`src/rtl/ripple_carry.sv`:
```
// ripple_carry: registered WIDTH-bit adder built from a chain of one-bit
// full adders, with a one-cycle latency and a valid flag.
// The output register holds its value when no new operands arrive.
// Optional feature: define RIPPLE_CARRY_OVERFLOW_EN to add Overflow_o, the
// registered two's-complement signed overflow (c[WIDTH] ^ c[WIDTH-1]).
module ripple_carry #(
    parameter int WIDTH = 32
) (
    input  logic             Clk_i,
    input  logic             Reset_n_i,
    input  logic [WIDTH-1:0] Number1_i,
    input  logic [WIDTH-1:0] Number2_i,
    input  logic             Carry_i,
    input  logic             Valid_i,
    output logic [WIDTH-1:0] Result_o,
    output logic             Carry_o,
    output logic             Valid_o
`ifdef RIPPLE_CARRY_OVERFLOW_EN
    ,
    output logic             Overflow_o
`endif
);

    // One-bit full adder, returned as {cout, s}.
    function automatic logic [1:0] full_add(input logic a, input logic b, input logic c);
        logic s;
        logic cout;
        s        = a ^ b ^ c;
        cout     = (a & b) | (c & (a ^ b));
        full_add = {cout, s};
    endfunction

    logic [WIDTH-1:0] sum;
    logic             carry_out;     // c[WIDTH]
    logic             carry_msb_in;  // c[WIDTH-1], carry into the MSB stage

    logic [WIDTH-1:0] result_d, result_q;
    logic             carry_d,  carry_q;
    logic             valid_d,  valid_q;
`ifdef RIPPLE_CARRY_OVERFLOW_EN
    logic             overflow_d, overflow_q;
`endif

    // Ripple the carry through WIDTH full-adder stages, LSB to MSB.
    always_comb begin : ripple_chain
        logic       carry;
        logic [1:0] fa;
        // NOTE: every variable written here gets a value before any branch or loop,
        // so no path leaves it unassigned and no latch is inferred.
        carry        = Carry_i;
        fa           = 2'b00;
        sum          = '0;
        carry_msb_in = Carry_i;
        for (int i = 0; i < WIDTH; i++) begin
            // NOTE: blocking assignments are intended here: each stage must see the
            // carry produced by the stage below it within the same evaluation.
            carry_msb_in = carry;
            fa           = full_add(Number1_i[i], Number2_i[i], carry);
            sum[i]       = fa[0];
            carry        = fa[1];
        end
        carry_out = carry;
    end

    // Load a new sum on valid operands, otherwise hold the previous result.
    always_comb begin : next_state
        result_d = result_q;
        carry_d  = carry_q;
        valid_d  = Valid_i;
`ifdef RIPPLE_CARRY_OVERFLOW_EN
        overflow_d = overflow_q;
`endif
        if (Valid_i) begin
            result_d = sum;
            carry_d  = carry_out;
`ifdef RIPPLE_CARRY_OVERFLOW_EN
            overflow_d = carry_out ^ carry_msb_in;
`endif
        end
    end

    // Output register with synchronous active-low reset taking priority over Valid_i.
    always_ff @(posedge Clk_i) begin : output_reg
        if (!Reset_n_i) begin
            // NOTE: non-blocking assignments for all state so every register
            // samples pre-edge values regardless of statement order.
            result_q <= '0;
            carry_q  <= 1'b0;
            valid_q  <= 1'b0;
`ifdef RIPPLE_CARRY_OVERFLOW_EN
            overflow_q <= 1'b0;
`endif
        end else begin
            result_q <= result_d;
            carry_q  <= carry_d;
            valid_q  <= valid_d;
`ifdef RIPPLE_CARRY_OVERFLOW_EN
            overflow_q <= overflow_d;
`endif
        end
    end

    assign Result_o = result_q;
    assign Carry_o  = carry_q;
    assign Valid_o  = valid_q;
`ifdef RIPPLE_CARRY_OVERFLOW_EN
    assign Overflow_o = overflow_q;
`endif

endmodule

```
`config.mk`:
```
export PLATFORM = sky130hd
export DESIGN_NAME = ripple_carry
export DESIGN_NICKNAME = d
export VERILOG_FILES = /design/src/rtl/ripple_carry.sv
export SDC_FILE = /design/constraint.sdc
export NUM_CORES = 1
export LEC_CHECK = 0
export ABC_AREA = 1
export BUFFER_PORTS_ARGS = -buffer_cell sky130_fd_sc_hd__buf_2
export CORE_MARGIN = 3
export CORE_UTILIZATION = 46
export DETAILED_ROUTE_END_ITERATION = 12
export PLACE_DENSITY = 0.91
export SKIP_CTS_REPAIR_TIMING = 1
export SLEW_MARGIN = 20
export SYNTH_ARGS = -nofsm -noshare
export SYNTH_HDL_FRONTEND = slang
export SYNTH_SLANG_ARGS = --single-unit
```
`constraint.sdc`:
```
create_clock -name Clk_i -period 18.1 [get_ports Clk_i]
set_input_delay 3.62 -clock Clk_i [delete_from_list [all_inputs] [get_ports Clk_i]]
set_output_delay 3.62 -clock Clk_i [all_outputs]
set_load 0.01 [all_outputs]
```
; ---- Yosys cells after proc, flatten, opt, wreduce, memory -nomap -nowiden
; Index checks and enable logic that the tools add are counted.
[word_totals]
regBits = 34
latchBits = 0
mem_bits_rw = 0
mem_bits_ro = 0
wordCells = 163
mem_count = 0
[op_classes]
add_sub_neg = 0
mul = 0
n_div = 0
n_lt_le_gt_ge = 0
eq_ne = 0
shift = 0
n_mux = 0
bitwise_logic = 160
reduce_logical = 0
[ops]
columns = cell, count
row1 = 1-bit bitwise AND, 64
row2 = 1-bit bitwise XOR, 64
row3 = 1-bit bitwise OR, 32

; ---- Longest topological paths before layout
[depth]
depth_word = 65
depth_mapped = 38
mapped_depth_nobuf = 38

; ---- Worst setup path before layout
; No wires, ideal clock.
[synth_path]
kind = input port to flip-flop
start = in Number1_i[0]
end = reg result_q[31], in the netlist Result_o[31]
setup_ps = 64
t_arrival_ps = 15878
t_required_ps = 18036
path_slack_ps = 2158
path_stages = 38
path_buffers = 0
path_cell_list = fa_1 fa_1 fa_1 fa_1 fa_1 fa_1 fa_1 fa_1 fa_1 fa_1 fa_1 fa_1 fa_1 fa_1 fa_1 fa_1 inv_1 fa_1 (+2 left out) fa_1 fa_1 fa_1 fa_1 fa_1 fa_1 fa_1 fa_1 fa_1 fa_1 fa_1 fa_1 fa_1 inv_1 fa_1 nand2_1 nand2_1 nor2_1
[synth_between]
elab_chain_len = 64
elab_cells_between_ends = 65
cone_classes = 65 x bitwise
[synth_lines]
columns = item, line_no
row1 = start: declaration, 11  ; input logic [WIDTH-1:0] Number1_i,
row2 = 1-bit bitwise XOR, 29  ; cout = (a & b) | (c & (a ^ b));
row3 = 1-bit bitwise AND, 29
row4 = 1-bit bitwise OR (*), 29
row5 = 1-bit bitwise AND (*), 29
row6 = 1-bit bitwise OR (*), 29
row7 = 1-bit bitwise AND (*), 29
row8 = 1-bit bitwise OR (*), 29
row9 = 1-bit bitwise AND (*), 29
row10 = (+48 left out), n/a
row11 = 1-bit bitwise OR (*), 29
row12 = 1-bit bitwise AND (*), 29
row13 = 1-bit bitwise OR (*), 29
row14 = 1-bit bitwise AND (*), 29
row15 = 1-bit bitwise OR (*), 29
row16 = 1-bit bitwise AND (*), 29
row17 = 1-bit bitwise OR (*), 29
row18 = 1-bit bitwise XOR (*), 28  ; s = a ^ b ^ c;
row19 = end signal: assignment, 94  ; result_q <= result_d;
row20 = end: declaration, 37  ; logic [WIDTH-1:0] result_d, result_q;
; Mark *: on every way between the ends. The rest lies on a longest branch, timed or not.
; A chain may end at the register's enable or synchronous reset.

; ---- Worst setup path in the final report
; Ends and elaborated chain as after synthesis.

==> impl_metrics.py <==
metrics = {
    "status": {
        "status": "finished, final reports clean",
    },
    "global_routing": {
        "grt_overflow": 0,
        "grt_usage": 0.167,
        "grt_max_degree": 68,
        "grt_pass1_wl_mm": 6.91,
        "grt_antenna_before_repair": 0,
        "grt_pass1_vias": 1635,
    },
    "logic_synthesis": {
        "synthDistinctLibCells": 7,
        "synthCells": 248,
        "yosysSeqAreaShare": 0.336,
        "syn_area_per_cell_um2": 8.18,
        "yosysTopAreaCell": "dfxtp_1",
        "ys.warnings.count": 0,
        "synth_area_um2": 2030,
        "syn-num-nets": 348,
        "synthDominantCellAreaShare": 0.336,
        "yosys-top-cells-area": "dfxtp_1, fa_1, nand2_1, nor2_1, inv_1",
        "yosys_register_bits": 34,
    },
    "die": {
        "rows": 23,
        "ioPinCount": 102,
        "floorplan.initialDensity": 0.493,
        "die_y_um": 72.4,
        "core_area_um2": 4120,
        "dieArea_um2": 5240,
        "die_w_um": 72.4,
    },
    "power_and_ir_drop": {
        "switching_share": 0.305,
        "vdd_ir_drop_max_v": 0.0000406,
        "totalPowerFinal_uw": 193,
        "power.switching_uw": 59.0,
        "p_seq_frac": 0.444,
        "power.share.combinational": 0.293,
        "clkPwrFrac": 0.263,
        "p_per_area_nw_per_um2": 74.1,
        "leakagePower_uw": 0.00150,
        "intPower_uw": 134,
    },
    "setup_path": {
        "critPathMaxStageDelay_ns": 0.45,
        "critPathKind": "in -> reg",
        "startpoint_type": "primary input",
        "path_common_cell": "fa_1",
        "arrival_ns": 16.56,
        "worstReg2RegStart": "Result_o[29]",
        "startpoint": "Number1_i[0]",
        "endpoint_kind": "flop",
        "slowest_stage": "fa_1",
        "cp_max_fo": 1,
        "crit_required_ns": 18.31,
    },
    "clocking": {
        "clk_latency_ns": 0.27,
        "ctsLongestPathBuffers": 2,
        "clockRootBuffer": "clkbuf_8",
        "numCtsBuffers": 5,
        "clkSinkCount": 34,
        "cts_max_level": 2,
        "path_clk_slew_ns": 0.06,
        "tritoncts": "built",
    },
    "sta": {
        "worst_pin_slew_ns": 0.612,
        "hold_violations": 0,
        "max_freq_ghz": 0.0612,
        "report.final.slew_viol_count": 0,
        "setup-tns-final_ns": 0,
        "timing.final.ws_setup_ns": 1.75,
        "grt_setup_unrepaired": "false",
        "fin_crit_ns": 16.35,
        "finalSetupViolations": 0,
        "fin_crit_sh": 0.903,
        "clock_skew_ns": 0,
        "slew_headroom": 0.592,
    },
    "routing": {
        "vias": 1712,
        "first_iter_violations": 56,
        "dr.pass1.iters": 4,
        "drt-total-wl_mm": 4.18,
        "route.detailed.drc": 0,
        "via_per_inst": 4.33,
        "post_drt_wl_per_cell_um": 10.6,
        "drt.antenna.violating_nets": 0,
    },
    "job": {
        "maxCapViolCount": 0,
    },
    "min_path": {
        "min_path_type": "reg -> reg",
        "min-delay-start": "Result_o[3]",
    },
    "cells_and_area": {
        "fill_cells": 377,
        "drive_gt1_frac": 0.307,
        "syn_to_final_growth_pct": 28.7,
        "layout.nets": 445,
        "num_antenna_cells": 0,
    },
    "placed_design": {
        "gp_congestion": 0.748,
        "portBuffers": 101,
        "dp_hpwl_mm": 3.30,
        "pre_cts_slack_ns": 1.43,
    },
}
==> registers in the layout (all words and copies together), names as in the netlist <==
signal,count
Result_o,32
Carry_o,1
Valid_o,1
==> final timing paths <==
kind,end,slack [ns],cells after the start
max reg2reg,Result_o[29],17.53,2
max,Result_o[31],1.75,39
min reg2reg,Result_o[3],0.47,2
min,Result_o[3],0.47,2
==> cell type report <==
class	count	area, um^2	area share
multi-input cells	165	1140	0.437
clock buffers	7	76.3	0.0292
well taps	50	62.6	0.0240
repair buffers	101	508	0.195
inverters	38	143	0.0547
flip-flops and latches	34	681	0.261
==> through the flow <==
| step | hold WS [ns] | instance area (um^2) | instances | utilization |
|---|---|---|---|---|
| detailed placement | 0.460 | 2530 | 388 | 0.615 |
| global route | 0.486 | 2610 | 395 | 0.634 |
| global placement | 0.452 | 2530 | 388 | 0.615 |
| CTS | 0.469 | 2610 | 395 | 0.634 |
| floorplan | 0.492 | 2030 | 248 | - |
| finish | 0.467 | 2610 | 395 | 0.634 |
==> worst max-delay path: cells and delay by family <==
family / cells / cell delay (ns)
adders and majority gates: 32 / 12.42
buffers and inverters: 4 / 0.31
and+or+nand+nor: 3 / 0.21
==> synthesized netlist by cell type <==
cell type,number
buf_4,4
inv_1,38
nand2_1,67
dfxtp_1,34
nor2_1,66
fa_1,32
buf_2,7
==> per-layer routing <==
| layer | GRT usage | wire (um) | up-vias |
|---|---|---|---|
| met4 | 0.0512 | 44 | 0 |
| met1 | 0.203 | 1600 | 750 |
| li1 | - | - | 888 |
| met5 | 0 | 0 | - |
| met3 | 0.0526 | 393 | 4 |
| met2 | 0.285 | 2140 | 70 |
==> layout by cell type, fill, tap and decap left out <==
| master | synthesis | routed |
|---|---|---|
| buf_2 | 7 | 100 |
| clkbuf_1 | 0 | 2 |
| clkbuf_8 | 0 | 5 |
| dfxtp_1 | 34 | 34 |
| inv_1 | 38 | 38 |
| nor2_1 | 66 | 66 |
| fa_1 | 32 | 32 |
| nand2_1 | 67 | 67 |
| buf_4 | 4 | 1 |
==> power by group through the flow <==
| stage | Sequential [uW] | Clock [uW] | Combinational (uW) |
|---|---|---|---|
| after global placement | 87.0 | 0 | 54.7 |
| final | 85.8 | 50.9 | 56.7 |
| after floorplan | 91.0 | 0 | 31.1 |
| after detailed placement | 87.4 | 0 | 57.1 |
| after CTS | 85.9 | 53.2 | 57.6 |
| after global routing | 86.5 | 55.5 | 66.7 |
==> cells by family (layout without fill, tap and decap cells) <==
group / after synthesis / in the layout / share of synthesized area
AND/OR/NAND/NOR: 133 / 133 / 0.246
buffers and inverters: 49 / 146 / 0.102
flip-flops: 34 / 34 / 0.336
adder cells (fa/ha/maj): 32 / 32 / 0.316
Note: power is estimated with default switching activity, not from simulation.
